## src/rtl/uart_ascii_sender_pkg.sv

```systemverilog
// Shared definitions for the UART ASCII message path: FSM encoding, ASCII
// constants and the input saturation helper. Also used by the RX command decoder.
package uart_ascii_sender_pkg;

    typedef enum logic [2:0] {
        StIdle,
        StConv,
        StStart,
        StWait,
        StDone
    } state_e;

    localparam logic [7:0]  ASCII_ZERO = 8'h30;
    localparam logic [7:0]  ASCII_CR   = 8'h0D;
    localparam logic [7:0]  ASCII_LF   = 8'h0A;
    localparam logic [13:0] MAX_VALUE  = 14'd9999;

    // Clamp to the largest value that fits in four decimal digits.
    function automatic logic [13:0] saturate(input logic [13:0] v);
        return (v > MAX_VALUE) ? MAX_VALUE : v;
    endfunction

    function automatic logic [7:0] digit_ascii(input logic [3:0] d);
        return ASCII_ZERO + {4'h0, d};
    endfunction

endpackage

```

## src/rtl/uart_ascii_sender_if.sv

```systemverilog
// Handshake bundle between the application, the ASCII sender and uart_tx.
// The slave modport is the sender's view; master is the surrounding logic.
interface uart_ascii_sender_if;

    logic        i_send;
    logic [13:0] i_value;
    logic        i_tx_busy;
    logic        i_tx_done;
    logic        o_tx_start;
    logic [7:0]  o_tx_data;
    logic        o_busy;
    logic        o_done;

    modport master (
        output i_send,
        output i_value,
        output i_tx_busy,
        output i_tx_done,
        input  o_tx_start,
        input  o_tx_data,
        input  o_busy,
        input  o_done
    );

    modport slave (
        input  i_send,
        input  i_value,
        input  i_tx_busy,
        input  i_tx_done,
        output o_tx_start,
        output o_tx_data,
        output o_busy,
        output o_done
    );

endinterface

```

## src/rtl/uart_ascii_sender_bin2bcd_seq.sv

```systemverilog
// Sequential double-dabble: 14-bit binary to 4-digit packed BCD, one shift per
// cycle. start loads the operand and clears the result; done is high during the
// cycle whose closing edge performs the 14th shift, so bcd is final right after.
module bin2bcd_seq (
    input  logic        clk,
    input  logic        rst,
    input  logic        start,
    input  logic [13:0] bin,
    output logic [15:0] bcd,
    output logic        done
);

    localparam logic [3:0] LastShift = 4'd13;

    logic        active_q;
    logic [3:0]  cnt_q;
    logic [13:0] shreg_q;
    logic [15:0] bcd_q;
    logic [15:0] adj;

    // Add 3 to every nibble that is 5 or more before the shift.
    always_comb begin
        adj = bcd_q;
        for (int n = 0; n < 4; n++) begin
            if (bcd_q[n*4 +: 4] >= 4'd5) begin
                adj[n*4 +: 4] = bcd_q[n*4 +: 4] + 4'd3;
            end
        end
    end

    // Load on start, then shift MSB-first for exactly 14 cycles.
    always_ff @(posedge clk or posedge rst) begin
        if (rst) begin
            active_q <= 1'b0;
            cnt_q    <= 4'd0;
            shreg_q  <= 14'd0;
            bcd_q    <= 16'd0;
        end else if (start) begin
            active_q <= 1'b1;
            cnt_q    <= 4'd0;
            shreg_q  <= bin;
            bcd_q    <= 16'd0;
        end else if (active_q) begin
            bcd_q    <= (adj << 1) | {15'd0, shreg_q[13]};
            shreg_q  <= shreg_q << 1;
            cnt_q    <= cnt_q + 4'd1;
            if (cnt_q == LastShift) begin
                active_q <= 1'b0;
            end
        end
    end

    assign bcd  = bcd_q;
    assign done = active_q && (cnt_q == LastShift);

endmodule

```

## src/rtl/uart_ascii_sender.sv

```systemverilog
// Converts a 14-bit value to four ASCII decimal digits (plus optional CR/LF)
// and feeds them one byte at a time into uart_tx via start/busy/done.
module uart_ascii_sender
    import uart_ascii_sender_pkg::*;
#(
    parameter bit SEND_CRLF = 1'b1
) (
    input  logic                 clk,
    input  logic                 rst,
    uart_ascii_sender_if.slave   bus
);

    localparam logic [2:0] LastIdx = SEND_CRLF ? 3'd5 : 3'd3;

    state_e      state_q, state_d;
    logic [2:0]  idx_q, idx_d;
    logic [13:0] value_sat;
    logic        conv_start;
    logic        conv_done;
    logic [15:0] bcd;
    logic [7:0]  byte_sel;
    logic        load_data;
    logic        tx_start_q, tx_start_d;
    logic [7:0]  tx_data_q;
    logic        busy_q;
    logic        done_q;

    assign value_sat = saturate(bus.i_value);

    // The converter's shift register is the latch for the accepted value.
    bin2bcd_seq u_bin2bcd (
        .clk   (clk),
        .rst   (rst),
        .start (conv_start),
        .bin   (value_sat),
        .bcd   (bcd),
        .done  (conv_done)
    );

    // Select the byte for the current index: digits MSD first, then CR, LF.
    always_comb begin
        byte_sel = 8'h00;
        case (idx_q)
            3'd0:    byte_sel = digit_ascii(bcd[15:12]);
            3'd1:    byte_sel = digit_ascii(bcd[11:8]);
            3'd2:    byte_sel = digit_ascii(bcd[7:4]);
            3'd3:    byte_sel = digit_ascii(bcd[3:0]);
            3'd4:    byte_sel = ASCII_CR;
            3'd5:    byte_sel = ASCII_LF;
            default: byte_sel = 8'h00;
        endcase
    end

    // Next-state logic; requests and done pulses outside their states are dropped.
    always_comb begin
        state_d    = state_q;
        idx_d      = idx_q;
        conv_start = 1'b0;
        load_data  = 1'b0;
        tx_start_d = 1'b0;
        case (state_q)
            StIdle: begin
                if (bus.i_send) begin
                    conv_start = 1'b1;
                    idx_d      = 3'd0;
                    state_d    = StConv;
                end
            end
            StConv: begin
                if (conv_done) begin
                    state_d = StConv == StConv ? StStart : StConv;
                end
            end
            StStart: begin
                // Data is reloaded every START cycle so it is valid with the pulse.
                load_data = 1'b1;
                if (!bus.i_tx_busy) begin
                    tx_start_d = 1'b1;
                    state_d    = StWait;
                end
            end
            StWait: begin
                if (bus.i_tx_done) begin
                    if (idx_q == LastIdx) begin
                        state_d = StDone;
                    end else begin
                        idx_d   = idx_q + 3'd1;
                        state_d = StStart;
                    end
                end
            end
            StDone: begin
                state_d = StIdle;
            end
            default: begin
                state_d = StIdle;
            end
        endcase
    end

    // State and registered outputs; reset aborts any message immediately.
    always_ff @(posedge clk or posedge rst) begin
        if (rst) begin
            state_q    <= StIdle;
            idx_q      <= 3'd0;
            tx_start_q <= 1'b0;
            tx_data_q  <= 8'h00;
            busy_q     <= 1'b0;
            done_q     <= 1'b0;
        end else begin
            state_q    <= state_d;
            idx_q      <= idx_d;
            tx_start_q <= tx_start_d;
            busy_q     <= (state_d != StIdle);
            done_q     <= (state_q == StDone);
            if (load_data) begin
                tx_data_q <= byte_sel;
            end
        end
    end

    assign bus.o_tx_start = tx_start_q;
    assign bus.o_tx_data  = tx_data_q;
    assign bus.o_busy     = busy_q;
    assign bus.o_done     = done_q;

endmodule

```

## src/flat_wrapper.sv

```systemverilog
// flat-port wrapper written by rule: the top's interface ports become plain ports
module uart_ascii_sender_flat import uart_ascii_sender_pkg::*;
#(
    parameter bit SEND_CRLF = 1'b1
)
  (clk, rst, bus_i_send, bus_i_value, bus_i_tx_busy, bus_i_tx_done, bus_o_tx_start, bus_o_tx_data, bus_o_busy, bus_o_done);
  uart_ascii_sender_if bus_i ();
  input  logic clk;
  input  logic rst;
  input wire logic [$bits(bus_i.i_send)-1:0] bus_i_send;
  input wire logic [$bits(bus_i.i_value)-1:0] bus_i_value;
  input wire logic [$bits(bus_i.i_tx_busy)-1:0] bus_i_tx_busy;
  input wire logic [$bits(bus_i.i_tx_done)-1:0] bus_i_tx_done;
  output wire logic [$bits(bus_i.o_tx_start)-1:0] bus_o_tx_start;
  output wire logic [$bits(bus_i.o_tx_data)-1:0] bus_o_tx_data;
  output wire logic [$bits(bus_i.o_busy)-1:0] bus_o_busy;
  output wire logic [$bits(bus_i.o_done)-1:0] bus_o_done;
  assign bus_i.i_send = bus_i_send;
  assign bus_i.i_value = bus_i_value;
  assign bus_i.i_tx_busy = bus_i_tx_busy;
  assign bus_i.i_tx_done = bus_i_tx_done;
  assign bus_o_tx_start = bus_i.o_tx_start;
  assign bus_o_tx_data = bus_i.o_tx_data;
  assign bus_o_busy = bus_i.o_busy;
  assign bus_o_done = bus_i.o_done;
  uart_ascii_sender #(.SEND_CRLF(SEND_CRLF)) u_core (.clk(clk), .rst(rst), .bus(bus_i));
endmodule
```

## config.mk

```make
export PLATFORM = sky130hd
export DESIGN_NAME = uart_ascii_sender_flat
export DESIGN_NICKNAME = d
export VERILOG_FILES = /design/src/rtl/uart_ascii_sender_pkg.sv /design/src/rtl/uart_ascii_sender_if.sv /design/src/rtl/uart_ascii_sender_bin2bcd_seq.sv /design/src/rtl/uart_ascii_sender.sv /design/src/flat_wrapper.sv
export SDC_FILE = /design/constraint.sdc
export NUM_CORES = 1
export LEC_CHECK = 0
export ABC_AREA = 1
export BUFFER_PORTS_ARGS = -buffer_cell sky130_fd_sc_hd__buf_4
export CAP_MARGIN = 20
export CORE_MARGIN = 2
export CORE_UTILIZATION = 53
export DETAILED_ROUTE_END_ITERATION = 16
export GPL_TIMING_DRIVEN = 1
export PLACE_DENSITY = 0.87
export SETUP_SLACK_MARGIN = 0.4
export SYNTH_ARGS = -nofsm -noshare
export SYNTH_HDL_FRONTEND = slang
export SYNTH_SLANG_ARGS = --single-unit
export TNS_END_PERCENT = 30
```

## constraint.sdc

```tcl
create_clock -name clk -period 1.6 [get_ports clk]
set_clock_uncertainty 0.15 [all_clocks]
set_input_delay 0.16 -clock clk [delete_from_list [all_inputs] [get_ports clk]]
set_output_delay 0.16 -clock clk [all_outputs]
set_load 0.005 [all_outputs]
```

* Word level (Yosys, flattened, before mapping)
Index checks and enable logic that the tools add are counted.
** Cells by class
- Add/subtract/negate cells :: 10
- Multiplexer cells :: 30
- Order comparisons :: 5
- Bitwise operators :: 1
- Reduce and logical (&&, ||, !) cells :: 7
- Eq/ne operators :: 13
** Operator list (count)
- $pmux W8 S6 :: 1
- $mux W14 :: 3
- $mux W16 :: 2
- $add A6 B4 Y7 const A :: 4
- $mux W3 :: 9
- $mux W4 :: 5
- $ge A4 B3 Y1 const B :: 4
- $or A16 B1 Y16 :: 1
- $gt A14 B14 Y1 const B :: 1
- $add A4 B2 Y4 const B :: 3
- $eq A3 B2 Y1 const B :: 4
- $pmux W3 S4 :: 1
- $eq A3 B3 Y1 const B :: 3
- $mux W1 :: 8
- $eq A3 B1 Y1 const B :: 2
- $logic_not A3 Y1 :: 2
- $ne A2 B2 Y1 const B :: 3
- $pmux W3 S2 :: 1
- $add A4 B1 Y4 const B :: 1
- $eq A4 B4 Y1 const B :: 1
- $reduce_and A4 Y1 :: 1
- $reduce_bool A2 Y1 :: 2
- $add A3 B1 Y3 const B :: 1
- $add A3 B2 Y3 const B :: 1
- other kinds (2) :: 2
** Word-level totals
- Output and inout bits :: 11
- Bits in registers :: 52
- Word-level logic and storage cells :: 76
- Bits of input ports :: 19

* Depth between registers and ports, before layout
- Depth after elaboration :: 5
- Depth in mapped cells :: 10
- Mapped depth without buffers :: 8

* Cells and area by module
A second synthesis with hierarchy kept.
** Unflattened totals
- Cells, all modules :: 380
- Area total of the unflattened synthesis :: 2927.8 um^2
** Modules (own cells, without submodules)
- bin2bcd_seq :: seq. area each 875.8 um^2, area an instance 1894.3 um^2, instances 1, cells each 225
- uart_ascii_sender :: seq. area each 350.3 um^2, area an instance 1033.5 um^2, instances 1, cells each 155

* Worst setup path before layout
No wires, ideal clock.
- Path kind :: register to register
- Start point :: register u_core.idx_q[0]
- End point :: register u_core.idx_q[2]
- Path buffers :: 0
- Cell stages (with the launch flop) :: 5
- Clock period less this slack :: 1475 ps
- Arrival time :: 1249 ps
- Library setup time :: 76 ps
- Data required time :: 1374 ps
- Setup slack :: 125 ps
- Cells stage by stage :: dfrtp_1 ha_1 ha_1 or2_2 o21ai_1
** Between the ends
- Cells in the longest elaborated chain, start to end :: 4
- Elaborated cells between the ends (all ways) :: 7
- Classes of those cells :: 1 x add/sub; 2 x eq/ne; 3 x mux; 1 x reduce/logical
** Ends and longest elaborated chain
- from (decl) :: line uart_ascii_sender.sv:16 : logic [2:0] idx_q, idx_d;
- from (signal assigned) :: line uart_ascii_sender.sv:112 : idx_q <= idx_d;
- $add A3 B1 Y3 :: line uart_ascii_sender.sv:87 : idx_d = idx_q + 3'd1;
- $mux W3 :: line uart_ascii_sender.sv:84 : if (idx_q == LastIdx) begin
- $mux W3 :: line uart_ascii_sender.sv:83 : if (bus.i_tx_done) begin
- $pmux W3 S2 :: line uart_ascii_sender.sv:61 : case (state_q)
Several ways; a longest one is shown, not always the timed one. The select of a mux whose other input is x is not followed.
A chain may end at the register's enable or synchronous reset.

* Final worst setup path
- Start point :: register u_core.state_q[2]
- End point :: register u_core.u_bin2bcd.bcd_q[14], in the netlist u_core.u_bin2bcd.bcd[14]
** Between the ends
- Cells in the longest elaborated chain, start to end :: 3
- Elaborated cells between the ends (all ways) :: 4
- Classes of those cells :: 2 x mux; 2 x reduce/logical
** Ends and longest elaborated chain
- from (decl) :: line uart_ascii_sender.sv:15 : state_e state_q, state_d;
- from (signal assigned) :: line uart_ascii_sender.sv:104 : state_q <= StIdle;
- from (signal assigned) :: line uart_ascii_sender.sv:111 : state_q <= state_d;
- $logic_not A3 Y1 (*) :: line uart_ascii_sender.sv:61
- $mux W1 (*) :: line uart_ascii_sender.sv:61
- $mux W16 / $reduce_bool A2 Y1 (equally long branches)
- to (signal assigned) :: line uart_ascii_sender_bin2bcd_seq.sv:44 : bcd_q <= (adj << 1) | {15'd0, shreg_q[13]};
- to (decl) :: line uart_ascii_sender_bin2bcd_seq.sv:18 : logic [15:0] bcd_q;
Mark *: on every way between the ends. The rest lies on a longest branch, timed or not.

==> flow_summary.json <==
{
  "place_hpwl_mm": 4.31,
  "path_class": "register to register",
  "finalSetupViolations": 0,
  "finalNonFillerCells": 489,
  "critical-path-slowest-cell": "dfrtp_1",
  "die_x_um": 77.1,
  "end_kind": "register",
  "rows": 26,
  "grt_pass1_vias": 2583,
  "ys_ff_latch": 49,
  "fin_util_pct": 74.1,
  "dpl.cell_count": 453,
  "diodes": 0,
  "wirelength_mm": 7.89,
  "rsz0062_at_grt": "true",
  "cp.required_ns": 1.64,
  "p_per_area_nw_per_um2": 1770,
  "die_area_um2": 5950,
  "postSynthAreaPerCell_um2": 7.99,
  "first_iter_violations": 149,
  "final_cell_mix": "nand2_1, buf_4, dfrtp_1, inv_1, nor2_1",
  "r2r_slack_ns": 0.06,
  "clk_latency_ns": 0.31,
  "drt_pass1_iterations": 7,
  "ios": 30,
  "grt-ovfl-total": 0,
  "dp_slack_ns": -0.0209,
  "cts_tree": "built",
  "ctsRootBufferMaster": "clkbuf_8",
  "worst-path-buf-inv": 2,
  "tightest_slew_ns": 0.503,
  "period_share_pct": 96.1,
  "vias": 2724,
  "numCtsBuffers": 5,
  "h-tree-depth": 2,
  "syn_area_um2": 2840,
  "clk_pin_slew_ns": 0.09,
  "ir_worst_vdd_mv": 0.912,
  "drc": 0,
  "grt_pass1_wl_mm": 11.5,
  "grt_use_total_pct": 24.2,
  "p_total_mw": 6.73,
  "slowest_delay_ns": 0.42,
  "core_um2": 5140,
  "outcome": "complete, but fails checks",
  "die_y_um": 77.1,
  "cp_common_cell": "nor2_4",
  "drive_gt1_share_pct": 35.8,
  "critPathArrivalTime_ns": 1.58,
  "violations": "negative hold slack",
  "relSlewSlack_pct": 66.4,
  "hold_viol": 1,
  "place_congestion": 0.884,
  "vias_per_cell": 5.57,
  "wire_per_inst_um": 16.1,
  "cts.path.max_buffers": 2,
  "antenna_found_initial": 0,
  "start_util_pct": 55.2,
  "num-nets-final": 454,
  "drtAntennaViolNets": 0,
  "hold_slack_ns": -0.00586,
  "seq_area_frac_synth_pct": 43.2,
  "drv_slew": 0,
  "synth.distinct_cells": 31,
  "io_buffers": 27,
  "hp-class": "primary input to register",
  "setup_ws_ns": 0.0626,
  "setup_tns_ns": 0,
  "maxCapViolations": 0,
  "ys.warnings.count": 0,
  "setup.worst_path.start_class": "register",
  "cp_cell_sequence": "inv_2 > nand2_2 > nor2_4 > nor2_4 > clkbuf_16 > o211ai_1 > o21ai_1",
  "crit_family": "flip-flops",
  "grt_max_degree": 30,
  "min_period_ns": 1.54,
  "path_max_fanout": 5,
  "synthToLayoutAreaGrowth_pct": 34.4,
  "synthCells": 355,
  "p_leak_nw": 1.92,
  "clock_sinks": 49,
  "clock.fmax_mhz": 650,
  "layout_commonest_cell": "nand2_1"
}
[flip-flops by register name, summed over array words and instances (netlist names)]
register                   count
u_core.bus.o_busy              1
u_core.u_bin2bcd.bcd          16
u_core.state_q                 3
u_core.u_bin2bcd.shreg_q      14
u_core.bus.o_done              1
u_core.u_bin2bcd.cnt_q         4
u_core.bus.o_tx_start          1
u_core.u_bin2bcd.active_q      1
u_core.bus.o_tx_data           5
u_core.idx_q                   3
[per-layer routing]
metal	wire length, um	GRT usage (%)	part of all wire, %	vias up
met5	0	0	0	-
met4	294	10.0	3.7	0
met3	417	4.71	5.3	32
met2	4150	43.1	53	142
met1	3030	28.3	38	1288
li1	-	-	-	1262
[synthesized netlist by cell type (all sizes together)]
master,count,share of area [%]
a21oi,9,2.3
ha,15,6.6
nand3,23,4.2
inv,52,6.9
o211ai,6,1.8
buf,12,4.0
nor2,28,4.6
nand2,101,14
o21a,1,0.26
xor2,3,0.93
nand4,5,1.1
o21ai,30,5.7
nor3,3,0.53
o22ai,13,3.3
xnor2,1,0.31
or2,2,0.44
conb,1,0.13
clkinv,1,0.13
dfrtp,49,43
[what timing repair did]
action                                 CTS  global route
buffers inserted                        15             4
setup endpoints to repair               48            50
pin swaps                               17            21
endpoints found under the hold margin   27             0
gates resized for setup                 43            39
hold buffers                             8             0
gates cloned                             0             3
[logic make-up after synthesis]
group | count (synthesis) | synth area share, %
AND/OR/NAND/NOR | 162 | 24.4
buffers and inverters | 65 | 11.0
adder cells (fa/ha/maj) | 15 | 6.62
AO/OA/AOI/OAI | 59 | 13.3
other | 1 | 0.132
XOR/XNOR | 4 | 1.24
flip-flops | 49 | 43.2
[where the power goes]
group / internal (mW) / switching, mW
Sequential: 1.78 / 0.467
Combinational: 1.69 / 2.08
Clock: 0.289 / 0.425
[final timing paths]
check,cells past startpoint,start,to
setup / recovery,7,u_core.state_q[2],u_core.u_bin2bcd.bcd[14]
hold / removal,5,bus_i_value[10],u_core.u_bin2bcd.shreg_q[10]
setup reg to reg,7,u_core.state_q[2],u_core.u_bin2bcd.bcd[14]
hold reg to reg,2,u_core.u_bin2bcd.shreg_q[1],u_core.u_bin2bcd.shreg_q[1]
max in group asynchronous,4,rst,u_core.u_bin2bcd.bcd[0]
min in group asynchronous,3,rst,u_core.u_bin2bcd.cnt_q[3]
[worst register-to-register path: cells and delay by family, from the launching register on]
| kind | cells | cell delay [ns] |
|---|---|---|
| buf+inv | 2 | 0.26 |
| compound gates | 2 | 0.20 |
| simple gates | 3 | 0.39 |
| flops | 1 | 0.42 |
[layout make-up]
cell class	instances	area [um^2]
well taps	70	87.6
clock inverters	1	5.00
flip-flops and latches	49	1230
fillers	368	1330
multi-input cells	242	1570
repair buffers	69	644
inverters	53	210
clock buffers	5	68.8
[metrics by stage]
step,instance area (um^2),hold slack (ns)
after global placement,3160,0.0598
after global routing,3810,0.0221
final,3810,-0.00586
after CTS,3550,0.00225
after floorplan,2840,0.0460
after detailed placement,3160,0.0690
(Power assumes the default switching activity.)
